## src/rtl/hilo_muldiv_unit.sv

```systemverilog
// hilo_muldiv_unit
//   Multi-cycle multiply/divide unit that owns the architectural HI/LO
//   registers. It executes MULT, MULTU, DIV, DIVU, MTHI and MTLO.
//   Multiply uses radix-2 shift-add over 32 iterations. Divide uses
//   restoring shift-subtract over 32 iterations. Both are followed by a
//   FIX cycle that applies sign correction and writes HI/LO.
//
// Build option (macro): HILO_FAST_MULT_EN
//   Defined   : MULT/MULTU complete in one cycle on a combinational
//               32x32 multiplier. HI/LO are written at acceptance, done
//               pulses the next cycle and busy never asserts.
//   Undefined : iterative multiply (33 busy cycles).
//   Divide is iterative in both builds.
//
// Ports
//   clk, reset       : clock, synchronous active-high reset
//   start            : HI/LO write strobe from the decoder
//   funct            : R-type funct field
//   op_a, op_b       : rs / rt operands
//   hilo_read        : current instruction is MFHI/MFLO
//   hi, lo           : architectural HI/LO
//   busy             : multi-cycle operation in flight
//   done             : one-cycle pulse after HI/LO are written by mul/div
//   stall            : busy && (start || hilo_read)
//   state_dbg        : FSM state (0 IDLE, 1 MUL, 2 DIV, 3 FIX)
//
// Handshake: a request is accepted on a rising edge where start is high
// and the unit is idle. While busy, start is not accepted; stall stays
// high so the decoder holds and re-presents the instruction.
module hilo_muldiv_unit (
  input  logic        clk,
  input  logic        reset,
  input  logic        start,
  input  logic [5:0]  funct,
  input  logic [31:0] op_a,
  input  logic [31:0] op_b,
  input  logic        hilo_read,
  output logic [31:0] hi,
  output logic [31:0] lo,
  output logic        busy,
  output logic        done,
  output logic        stall,
  output logic [1:0]  state_dbg
);

  localparam logic [5:0] F_MULT  = 6'b011000;
  localparam logic [5:0] F_MULTU = 6'b011001;
  localparam logic [5:0] F_DIV   = 6'b011010;
  localparam logic [5:0] F_DIVU  = 6'b011011;
  localparam logic [5:0] F_MTHI  = 6'b010001;
  localparam logic [5:0] F_MTLO  = 6'b010011;

  typedef enum logic [1:0] {
    S_IDLE = 2'd0,
    S_MUL  = 2'd1,
    S_DIV  = 2'd2,
    S_FIX  = 2'd3
  } state_t;

  state_t      state, state_next;
  logic [4:0]  cnt;
  logic [63:0] op_x;    // mul: shifting multiplicand; div: divisor in [31:0]
  logic [31:0] op_y;    // mul: shifting multiplier; div: dividend -> quotient
  logic [63:0] acc;     // mul: product; div: partial remainder in [31:0]
  logic        q_neg;   // negate product / quotient in FIX
  logic        r_neg;   // negate remainder in FIX
  logic        div_zero;
  logic        op_is_div;

  // Request decode
  logic        accept, is_mult, is_div, is_signed;
  logic [31:0] abs_a, abs_b;

  assign accept    = start && (state == S_IDLE);
  assign is_mult   = (funct == F_MULT) || (funct == F_MULTU);
  assign is_div    = (funct == F_DIV)  || (funct == F_DIVU);
  assign is_signed = (funct == F_MULT) || (funct == F_DIV);
  assign abs_a     = (is_signed && op_a[31]) ? -op_a : op_a;
  assign abs_b     = (is_signed && op_b[31]) ? -op_b : op_b;

  // Restoring divide step: shift the next dividend bit into the
  // remainder and subtract the divisor if it fits. 33 bits because the
  // shifted remainder can exceed 32 bits when the divisor is large.
  logic [32:0] div_trial, div_diff;
  logic        div_ge;
  assign div_trial = {acc[31:0], op_y[31]};
  assign div_diff  = div_trial - {1'b0, op_x[31:0]};
  assign div_ge    = div_trial >= {1'b0, op_x[31:0]};

`ifdef HILO_FAST_MULT_EN
  logic [63:0] ext_a, ext_b, fast_prod;
  assign ext_a     = {{32{is_signed & op_a[31]}}, op_a};
  assign ext_b     = {{32{is_signed & op_b[31]}}, op_b};
  assign fast_prod = ext_a * ext_b;
`endif

  assign busy      = (state != S_IDLE);
  assign stall     = busy && (start || hilo_read);
  assign state_dbg = state;

  // Next-state logic
  always_comb begin
    state_next = state;
    case (state)
      S_IDLE: begin
        if (accept && is_div) begin
          state_next = S_DIV;
        end
`ifndef HILO_FAST_MULT_EN
        else if (accept && is_mult) begin
          state_next = S_MUL;
        end
`endif
      end
      S_MUL, S_DIV: begin
        if (cnt == 5'd31) state_next = S_FIX;
      end
      S_FIX:   state_next = S_IDLE;
      default: state_next = S_IDLE;
    endcase
  end

  always_ff @(posedge clk) begin
    if (reset) begin
      state <= S_IDLE;
    end else begin
      state <= state_next;
    end
  end

  // Datapath and HI/LO
  always_ff @(posedge clk) begin
    if (reset) begin
      hi        <= '0;
      lo        <= '0;
      done      <= 1'b0;
      cnt       <= '0;
      op_x      <= '0;
      op_y      <= '0;
      acc       <= '0;
      q_neg     <= 1'b0;
      r_neg     <= 1'b0;
      div_zero  <= 1'b0;
      op_is_div <= 1'b0;
    end else begin
      done <= 1'b0;
      case (state)
        S_IDLE: begin
          if (accept) begin
            if (funct == F_MTHI) hi <= op_a;
            if (funct == F_MTLO) lo <= op_a;
`ifdef HILO_FAST_MULT_EN
            if (is_mult) begin
              hi   <= fast_prod[63:32];
              lo   <= fast_prod[31:0];
              done <= 1'b1;
            end
`else
            if (is_mult) begin
              op_x      <= {32'd0, abs_a};
              op_y      <= abs_b;
              acc       <= '0;
              cnt       <= '0;
              q_neg     <= is_signed & (op_a[31] ^ op_b[31]);
              op_is_div <= 1'b0;
            end
`endif
            if (is_div) begin
              op_x      <= {32'd0, abs_b};
              op_y      <= abs_a;
              acc       <= '0;
              cnt       <= '0;
              q_neg     <= is_signed & (op_a[31] ^ op_b[31]);
              r_neg     <= is_signed & op_a[31];
              div_zero  <= (op_b == 32'd0);
              op_is_div <= 1'b1;
            end
          end
        end
        S_MUL: begin
          if (op_y[0]) acc <= acc + op_x;
          op_x <= {op_x[62:0], 1'b0};
          op_y <= {1'b0, op_y[31:1]};
          cnt  <= cnt + 5'd1;
        end
        S_DIV: begin
          acc[31:0] <= div_ge ? div_diff[31:0] : div_trial[31:0];
          op_y      <= {op_y[30:0], div_ge};
          cnt       <= cnt + 5'd1;
        end
        S_FIX: begin
          done <= 1'b1;
          if (op_is_div) begin
            // Remainder follows the dividend's sign, which also makes a
            // divide by zero return the original op_a in HI.
            hi <= r_neg ? -acc[31:0] : acc[31:0];
            if (div_zero) lo <= 32'hFFFF_FFFF;
            else          lo <= q_neg ? -op_y : op_y;
          end else begin
            {hi, lo} <= q_neg ? -acc : acc;
          end
        end
        default: ;
      endcase
    end
  end

endmodule

```

## config.mk

```make
export PLATFORM = sky130hd
export DESIGN_NAME = hilo_muldiv_unit
export DESIGN_NICKNAME = d
export VERILOG_FILES = /design/src/rtl/hilo_muldiv_unit.sv
export SDC_FILE = /design/constraint.sdc
export NUM_CORES = 1
export LEC_CHECK = 0
export CAP_MARGIN = 20
export CORE_UTILIZATION = 45
export CTS_CLUSTER_DIAMETER = 30
export DETAILED_ROUTE_END_ITERATION = 16
export GPL_TIMING_DRIVEN = 0
export SLEW_MARGIN = 15
export SYNTH_ARGS = -nofsm -noshare
export SYNTH_HDL_FRONTEND = slang
export SYNTH_SLANG_ARGS = --single-unit
```

## constraint.sdc

```tcl
create_clock -name clk -period 3.5 [get_ports clk]
set_input_delay 0.35 -clock clk [delete_from_list [all_inputs] [get_ports clk]]
set_output_delay 0.35 -clock clk [all_outputs]
set_load 0.02 [all_outputs]
```

==> Word-level counts from Yosys, hierarchy flattened <==
Cells that the tools add are included.
{ "totals": {"register_bits": 236, "input_bits": 74, "word_cells": 113, "out_inout_bits": 69} }
{ "classes": {"addsub": 8, "n_eq_ne": 17, "n_reduce_logical": 29, "magnitude_cmp": 1, "muxes": 42, "bitwise": 3} }
{ "ops": {"columns": ["operator", "count"], "rows": [
  ["64-bit 2-to-1 mux", 8],
  ["32-bit 2-to-1 mux", 15],
  ["32-bit case mux with 2 select lines", 3],
  ["32-bit case mux with 3 select lines", 2],
  ["32-bit negation", 4],
  ["64-bit case mux with 2 select lines", 1],
  ["64-bit adder", 1],
  ["64-bit negation", 1],
  ["6-bit by 5-bit == test with 1-bit output (second input constant)", 6],
  ["33-bit by 32-bit >= comparator with 1-bit output", 1],
  ["32-bit zero test", 1],
  ["32-bit subtractor", 1],
  ["3-bit AND reduction", 7],
  ["5-bit 2-to-1 mux", 3],
  ["5-bit case mux with 2 select lines", 1],
  ["2-bit nonzero test", 5],
  ["4-bit AND reduction", 2],
  ["1-bit logical AND", 6],
  ["2-bit 2-to-1 mux", 3],
  ["2-bit by 1-bit inequality test with 1-bit output (second input constant)", 3],
  ["2-bit case mux with 3 select lines", 1],
  ["5-bit by 1-bit adder with 5-bit output (second input constant)", 1],
  ["5-bit == test (second input constant)", 1],
  ["1-bit 2-to-1 mux", 5],
  ["other kinds (12)", 18]
]} }

==> Longest topological paths before layout <==
Gate-level depths: netlist of the first run.
{ "depth": {"depth_word": 8, "ltp_mapped": 14, "ltp_nobuf": 13} }

==> Worst setup path after synthesis of the first run <==
OpenSTA, ideal clock, no wires.
{ "synth_timing": {"kind": "reg2reg", "from": "register op_x[2]", "to": "register acc[30]", "period_less_slack_ps": 3015, "arrival_time_ps": 2936, "path_buffers": 0, "setup_ps": 79, "t_required_ps": 3421, "path_stages_with_launch": 13, "setup_slack_ps": 485, "cell_sequence": "dfxtp_1 inv_1 ha_1 nor2b_1 o31a_1 o31ai_1 a21oi_1 o311ai_2 a211oi_1 o31a_1 o21a_1 or4_1 o211ai_1"} }
{ "synth_via": {"elab_chain_len": 3, "elab_cells_between_ends": 6, "classes_between": "add/sub (2); order compare (1); mux (3)"} }
{ "synth_rtl": {"columns": ["item", "line_no", "rtl"], "rows": [
  ["from (decl)", "62", "logic [63:0] op_x;"],
  ["from (signal assigned)", "160", "op_x <= {32'd0, abs_a};"],
  ["from (signal assigned)", "169", "op_x <= {32'd0, abs_b};"],
  ["from (signal assigned)", "182", "op_x <= {op_x[62:0], 1'b0};"],
  ["64-bit adder, or another cell as far along", "181", "if (op_y[0]) acc <= acc + op_x;"],
  ["64-bit 2-to-1 mux / 32-bit 2-to-1 mux (equally long branches)", "181, 187", null],
  ["32-bit case mux with 3 select lines *", "147", "case (state)"],
  ["to (signal assigned)", "181", null],
  ["to (signal assigned)", "187", "acc[31:0] <= div_ge ? div_diff[31:0] : div_trial[31:0];"],
  ["to (decl)", "64", "logic [63:0] acc;"]
]} }
Every way passes the cells marked *; elsewhere a longest branch is shown, timed or not. The select of a mux whose other input is x is not followed.
A chain may end at the register's enable or synchronous reset.

==> Worst setup path after layout of the first run <==
{ "layout_timing": {"from": "register state[1], in the netlist state_dbg[1]", "to": "register acc[63]"} }
{ "layout_via": {"elab_chain_len": 4, "elab_cells_between_ends": 9, "classes_between": "eq/ne (4); mux (1); reduce/logical (4)"} }
{ "layout_rtl": {"columns": ["item", "line_no", "rtl"], "rows": [
  ["from (decl)", "60", "state_t state, state_next;"],
  ["from (signal assigned)", "127", "state <= state_next;"],
  ["2-bit zero test", "74, 147", null],
  ["1-bit logical AND", "74", "assign accept = start && (state == S_IDLE);"],
  ["2-bit inequality test (no source line)", null, null],
  ["4-bit AND reduction (no source line)", null, null]
]} }
Several ways; a longest one is shown, not always the timed one.

==> flow_summary.rst, run 1 <==
.. list-table::
   :header-rows: 1

   * - Metric
     - Value
   * - Final period util
     - approximately 99%
   * - Layout Skew
     - between 0.02 and 0.03 ns
   * - CTS root buf
     - clkbuf_16
   * - Fraction of final layout cells with drive strength greater than 1
     - 8.42%
   * - Number of optimization iterations in the first detailed-route pass
     - 5
   * - Initial core utilization
     - 45.9%
   * - Pleak
     - about 9.8 nW
   * - Relative max-transition margin
     - 32.2%
   * - Max_cap viols
     - 0
   * - Initial DRC count
     - about 2,900
   * - Max IR drop VDD
     - about 0.4 mV
   * - Total clock buffers created by CTS
     - between 60 and 70
   * - Arrival time reported for the critical path endpoint
     - 3.97 ns
   * - Share of total power in combinational logic
     - about 22%
   * - DRC violation count after routing
     - 0
   * - Synthesized instance count
     - ~2,800
   * - Top Ports
     - roughly 140
   * - Antenna violation net count after detailed routing
     - 0
   * - Initial antenna violation count
     - 1
   * - Area of the core
     - around 45,000 um^2
   * - Largest driver fanout on the critical path
     - 10
   * - Die ar.
     - between 40,000 and 50,000 um^2
   * - TritonCTS clock tree
     - built
   * - CP most frequent cell
     - inv_1
   * - Number of fill cells in the layout
     - around 4,300
   * - Largest cells by area after synthesis
     - dfxtp_1 23%, xnor2_1 7.2%, nand2_1 6.6%
   * - Clock latency reported for the late side of the worst-skew pair
     - 0.59 ns
   * - Crit-path slowest cell
     - or4_1
   * - Placed cell count
     - around 3,500
   * - Wire length of the first global-routing pass
     - about 140 mm
   * - Clk pin slew, worst setup/hold paths
     - approximately 0.050 ns
   * - Net switching power figure
     - 3.77 mW
   * - Final TNS setup
     - 0 ns
   * - Die boundary height
     - 215 um
   * - Net count of the finished layout
     - 3,204
   * - Final setup violating endpoints
     - 0
   * - FF/Latch Area
     - roughly 4700 um^2
   * - Average size of a mapped cell
     - ~7.3 um^2
   * - Total standard cell area after synthesis
     - slightly above 20,000 um^2
   * - GRT Resource Usage Total
     - 39.4%
   * - Total count of max-transition violations in the final report
     - 0
   * - Minimum clock period
     - roughly 3.5 ns
   * - CTS sink cnt
     - ~240
   * - Number of global-route vias before repair
     - 21,800
   * - Fmax
     - between 0.2 and 0.3 GHz
   * - Sequential area share after synthesis
     - approximately 23%
   * - Internal Power
     - just over 8 mW
   * - Placer's final routability congestion estimate
     - ~1.0
   * - Critical path class
     - register to register
   * - Hold buffer count at cts
     - 0
   * - Number of buffers inserted by port buffering
     - 141
   * - Routed wire per std cell
     - between 20 and 30 um
   * - Footprint of the multi-input gates
     - 14,900 um^2
   * - Crit path cell chain
     - inv_1 > ha_1 > inv_1 > o21ai_1 > nand2_1 > or4_1 > a211o_1 > nand4_1
   * - Result of the run
     - finished clean
   * - Vias per std cell
     - 6.47
   * - Highest-count cells in the layout ignoring fill and taps
     - 359 x nand2_1, 251 x nor2_1, 219 x dfxtp_1
   * - Count of final hold-check violations
     - 0
   * - Layout Cells excl Fill
     - ~3,700
   * - HPWL after DPL
     - ~74 mm
   * - Required @ worst endpoint
     - roughly 4.0 ns
   * - PD cells
     - approximately 470 nW/um^2
   * - Largest net degree at the start of global routing
     - 11
   * - Most frequent standard cell in the layout excluding fill and tap cells
     - nand2_1
   * - Share of Yosys cell area claimed by the top area cell type
     - between 20% and 30%
   * - Standard-cell row count
     - 77
   * - Number of warnings printed during yosys synthesis
     - 0
   * - Die X-Extent
     - approximately 220 um
   * - Count of H-tree levels built during CTS
     - 3
   * - Leading area contributor after synthesis
     - dfxtp_1
   * - Total of flip-flops plus latches after synthesis
     - 236
   * - Endpoint kind of the worst setup timing path
     - register
   * - Tightest Pin Transition
     - approximately 1.0 ns
   * - Clk pwr share
     - ~53%
   * - Sequential cell fraction of total power
     - between 20 and 25%
   * - Top_reg_cell synth
     - dfxtp_1
   * - Switching portion of total power
     - a little under a third
   * - Total number of vias
     - about 24,000
   * - Detailed-route wire length
     - 93.9 mm
   * - Number of different library cells in the post-synthesis netlist
     - 83
   * - Worst Setup Start Kind
     - register
   * - Maximum count of clock buffers along a single path
     - 3
   * - Residual overflow from global routing
     - 0
   * - Post-synth ARST share
     - 0%
   * - Largest stage delay on the critical path
     - around 0.60 ns
   * - Area Growth Syn to Fin
     - 24.3%
   * - Number of flops mapped to enable cells by yosys
     - 0
   * - Post-Synthesis Net Count
     - roughly 3,000
   * - Worst hold-check path type
     - primary input to register
==> registers in the layout, indices dropped and copies added, names as in the netlist, 2 cells and up <==
register and cells:
op_x 64, cnt 5, op_y 32, lo 32
acc 64, state_dbg 2, hi 32
==> worst max-delay path: cells and delay by family, from the launching register on <==
family	cells	cell delay (ns)
compound gates	2	0.82
flops	1	0.35
fa+ha+maj	1	0.56
simple gates	3	1.15
buf+inv	2	0.49
==> synthesized netlist by cell type, types with 67 or more instances <==
library cell    n
nand3_1        67
xor2_1         91
a311oi_1       79
a21oi_1       204
clkbuf_1      183
xnor2_1       167
inv_1          82
ha_1          106
nor2_1        253
dfxtp_1       236
o21ai_0       175
nand2_1       361
==> per-layer routing <==
metal	routed length, um	track usage, %	up-vias
li1	-	-	10700
met1	39700	52.4	11400
met2	40700	60.9	1371
met3	8760	7.45	268
met4	4820	19.1	2
met5	13	0	-
==> layout make-up <==
class	count	share of cell area, %
diodes	1	0.00984
plain buffers	203	3.14
clock buffers	90	7.66
clock inverters	34	1.54
inverters	82	1.21
multi-input cells	2271	58.7
flip-flops and latches	236	18.7
well taps	592	2.91
repair buffers	160	6.14
==> cell families (layout without fill, tap and decap cells) <==
family | count (synthesis) | count (layout) | share of synthesized area [%]
multiplexers | 32 | 32 | 1.58
AND/OR/NAND/NOR | 985 | 985 | 22.6
adder cells (fa/ha/maj) | 108 | 108 | 6.68
flip-flops | 236 | 236 | 23.1
AO/OA/AOI/OAI | 888 | 888 | 29.5
XOR/XNOR | 258 | 258 | 11.1
other | 0 | 1 | 0
buffers and inverters | 295 | 569 | 5.48
==> repair_timing <==
item	CTS	global route
setup buffers	6	12
gates resized for setup	35	66
setup endpoints to repair	61	93
pin swaps	4	15
==> worst paths after layout <==
path / from / end / slack [ns] / cells after the start
worst max register to register: state_dbg[1] / acc[63] / 0.04 / 8
worst min register to register: hi[5] / hi[5] / 0.50 / 2
worst min-delay path: funct[1] / r_neg / 0.39 / 3
worst max-delay path: state_dbg[1] / acc[63] / 0.04 / 8
==> per-stage QoR <==
step	power (mW)	hold slack [ns]	instance area, um^2	util, %	setup slack [ns]
finish	11.8	0.388	25400	57.1	0.0447
global route	12.2	0.377	25400	57.1	-0.0212
CTS	11.7	0.350	25100	56.5	0.00164
detailed placement	5.37	0.489	22600	50.8	-0.768
global placement	5.38	0.491	22600	50.8	-0.772
floorplan	4.52	0.462	20400	-	0.485
==> power groups by stage <==
stage / combinational [mW] / clock (mW) / sequential, mW
3_5_place_dp: 2.41 / 0 / 2.97
4_1_cts: 2.46 / 6.32 / 2.92
3_3_place_gp: 2.41 / 0 / 2.96
6_report: 2.61 / 6.30 / 2.93
2_1_floorplan: 1.62 / 0 / 2.91
5_1_grt: 2.75 / 6.48 / 2.93
(Power assumes the default switching activity.)
==> inputs of run 2 (changes only) <==
--- a/config.mk
+++ b/config.mk
@@ -5,11 +5,12 @@
 export SDC_FILE = /design/constraint.sdc
 export NUM_CORES = 1
 export LEC_CHECK = 0
-export CAP_MARGIN = 20
+export CAP_MARGIN = 10
 export CORE_UTILIZATION = 45
 export CTS_CLUSTER_DIAMETER = 30
 export DETAILED_ROUTE_END_ITERATION = 16
 export GPL_TIMING_DRIVEN = 0
+export HOLD_SLACK_MARGIN = 0.15
 export SLEW_MARGIN = 15
 export SYNTH_ARGS = -nofsm -noshare
 export SYNTH_HDL_FRONTEND = slang
==> constraint.sdc (replaced) <==
create_clock -name clk -period 3.5 [get_ports clk]
set_input_delay 0.525 -clock clk [delete_from_list [all_inputs] [get_ports clk]]
set_output_delay 0.525 -clock clk [all_outputs]
set_load 0.02 [all_outputs]
==> flow_summary.rst, run 2 (synthesis gave the netlist of run 1 again) <==
.. list-table::
   :header-rows: 1

   * - Metric
     - Value
   * - Vias per std cell
     - approximately 6.4
   * - Area Growth Syn to Fin
     - 24.2%
   * - Most frequent standard cell in the layout excluding fill and tap cells
     - nand2_1
   * - CP most frequent cell
     - a211oi_1
   * - Antenna fix cells
     - 0
   * - Net count of the finished layout
     - 3,203
   * - Number of fill cells in the layout
     - between 4,000 and 5,000
   * - Number of global-route vias before repair
     - around 22,000
   * - Total chip power
     - between 10 and 15 mW
   * - Number of optimization iterations in the first detailed-route pass
     - 5
   * - Max_cap viols
     - 0
   * - Clk pwr share
     - approximately 53%
   * - Net switching power figure
     - roughly 3.8 mW
   * - Number of buffers inserted by port buffering
     - roughly 140
   * - GRT Resource Usage Total
     - 39.4%
   * - Highest-count cells in the layout ignoring fill and taps
     - 359 x nand2_1, 250 x nor2_1, 218 x dfxtp_1
   * - Hold buffer count at cts
     - 0
   * - Top Ports
     - 143
   * - Largest net degree at the start of global routing
     - 11
   * - Die X-Extent
     - about 220 um
   * - Initial core utilization
     - roughly 46%
   * - Core utilization of the finished layout
     - approximately 57%
   * - Die boundary height
     - between 200 and 250 um
   * - Arrival time reported for the critical path endpoint
     - around 3.8 ns
   * - Total count of max-transition violations in the final report
     - 0
   * - Total clock buffers created by CTS
     - 68
   * - Routed wire per std cell
     - ~26 um
   * - Internal Power
     - just over 8 mW
   * - Instance area at placement
     - around 23,000 um^2
   * - Final TNS setup
     - 0 ns
   * - Share of total power in combinational logic
     - between 20% and 30%
   * - Relative max-transition margin
     - around 20%
   * - Initial DRC count
     - 2,666
   * - Max IR drop VDD
     - about 0.4 mV
   * - CTS sink cnt
     - ~240
   * - Result of the run
     - finished clean
   * - Minimum clock period
     - approximately 3.4 ns
   * - Largest stage delay on the critical path
     - 0.59 ns
   * - Clock latency reported for the late side of the worst-skew pair
     - ~0.6 ns
   * - Non-Filler Cell Area, Final
     - roughly 25,000 um^2
   * - Initial antenna violation count
     - 1
   * - Endpoint kind of the worst setup timing path
     - register
   * - Area of the core
     - 44,500 um^2
   * - Detailed-route wire length
     - about 94 mm
   * - Count of H-tree levels built during CTS
     - 3
   * - Final period util
     - a little over nine tenths
   * - Placer's final routability congestion estimate
     - about 1.0
   * - Layout Skew
     - roughly 0.025 ns
   * - Sequential cell fraction of total power
     - about a quarter
   * - Pleak
     - between 9 and 10 nW
   * - Wire length of the first global-routing pass
     - about 140 mm
   * - Maximum count of clock buffers along a single path
     - 3
   * - Crit-path slowest cell
     - clkdlybuf4s50_1
   * - Worst hold-check path type
     - register to register
   * - HPWL after DPL
     - 74.3 mm
   * - Switching portion of total power
     - approximately a third
   * - PD cells
     - ~470 nW/um^2
   * - Critical path class
     - primary input to register
   * - Tightest Pin Transition
     - between 1 and 1.5 ns
   * - TritonCTS clock tree
     - built
   * - Standard-cell row count
     - 77
   * - Count of final hold-check violations
     - 0
   * - Worst Setup Start Kind
     - primary input
   * - Crit path cell chain
     - clkdlybuf4s50_1 > or2_2 > nor4_2 > and2_1 > nor2b_1 > a21oi_1 > xnor2_1 > nand2_1 > and3_1 > a211oi_1 > a211oi_1
   * - Die ar.
     - ~46,000 um^2
   * - Antenna violation net count after detailed routing
     - 0
   * - Fmax
     - a little under 0.3 GHz
   * - Clk pin slew, worst setup/hold paths
     - 0.04 ns
   * - CTS root buf
     - clkbuf_16
   * - Residual overflow from global routing
     - 0
   * - Required @ worst endpoint
     - a little under 4 ns
   * - Largest driver fanout on the critical path
     - 5
   * - Registers with the highest flip-flop counts
     - acc x64, op_x x64
   * - Final setup violating endpoints
     - 0
   * - DRC violation count after routing
     - 0
   * - Fraction of final layout cells with drive strength greater than 1
     - under 10%
   * - Total number of vias
     - 23,600
run 2: power groups by stage:
stage                     Combinational, mW  Sequential, mW  Clock (mW)
after global placement                 2.41            2.96           0
after floorplan                        1.62            2.91           0
after detailed placement               2.41            2.97           0
after CTS                              2.46            2.92        6.32
final                                  2.59            2.93        6.31
after global routing                   2.75            2.93        6.48
run 2: what timing repair did:
action | in CTS | in global routing
endpoints found under the setup margin | 61 | 107
gates resized for setup | 35 | 69
buffers inserted | 6 | 11
pin swaps | 4 | 15
run 2: area by class of cell:
type                    count  area (um^2)  share of cell area [%]
flip-flops and latches    236         4750                    18.7
well taps                 592          741                    2.92
multi-input cells        2271        14900                    58.7
clock inverters            34          392                    1.54
repair buffers            158         1540                    6.06
plain buffers             204          805                    3.17
inverters                  82          308                    1.21
clock buffers              90         1950                    7.67
run 2: final timing paths:
kind                                    from        to  slack (ns)  cells past startpoint
worst max-delay path                 op_a[3]  op_x[15]        0.05                     11
worst min-delay path                  hi[16]    hi[16]        0.50                      2
worst max register to register  state_dbg[1]   acc[63]        0.06                      8
worst min register to register        hi[16]    hi[16]        0.50                      2
run 2: worst max-delay path: cells and delay by family:
family	cells	cell delay (ns)
and+or+nand+nor	6	1.80
xor gates and xnor gates	1	0.34
buffers and inverters	1	0.59
AOI/OAI and AO/OA	3	0.58
run 2: per-layer routing:
layer	vias to the layer above	wire (um)	part of all wire [%]	GRT usage, %
met4	2	5110	5.5	19.1
met3	269	8470	9.0	7.45
li1	10700	-	-	-
met2	1280	40500	43	60.9
met5	-	13	0.014	0
met1	11300	39700	42	52.4
run 2: stage by stage:
| step | worst slack [ns] | std cells | hold slack, ns |
|---|---|---|---|
| floorplan | 0.485 | 2802 | 0.462 |
| global placement | -0.772 | 3535 | 0.491 |
| detailed placement | -0.768 | 3535 | 0.489 |
| CTS | 0.00164 | 3665 | 0.491 |
| global route | -0.0231 | 3667 | 0.511 |
| finish | 0.0534 | 3667 | 0.497 |
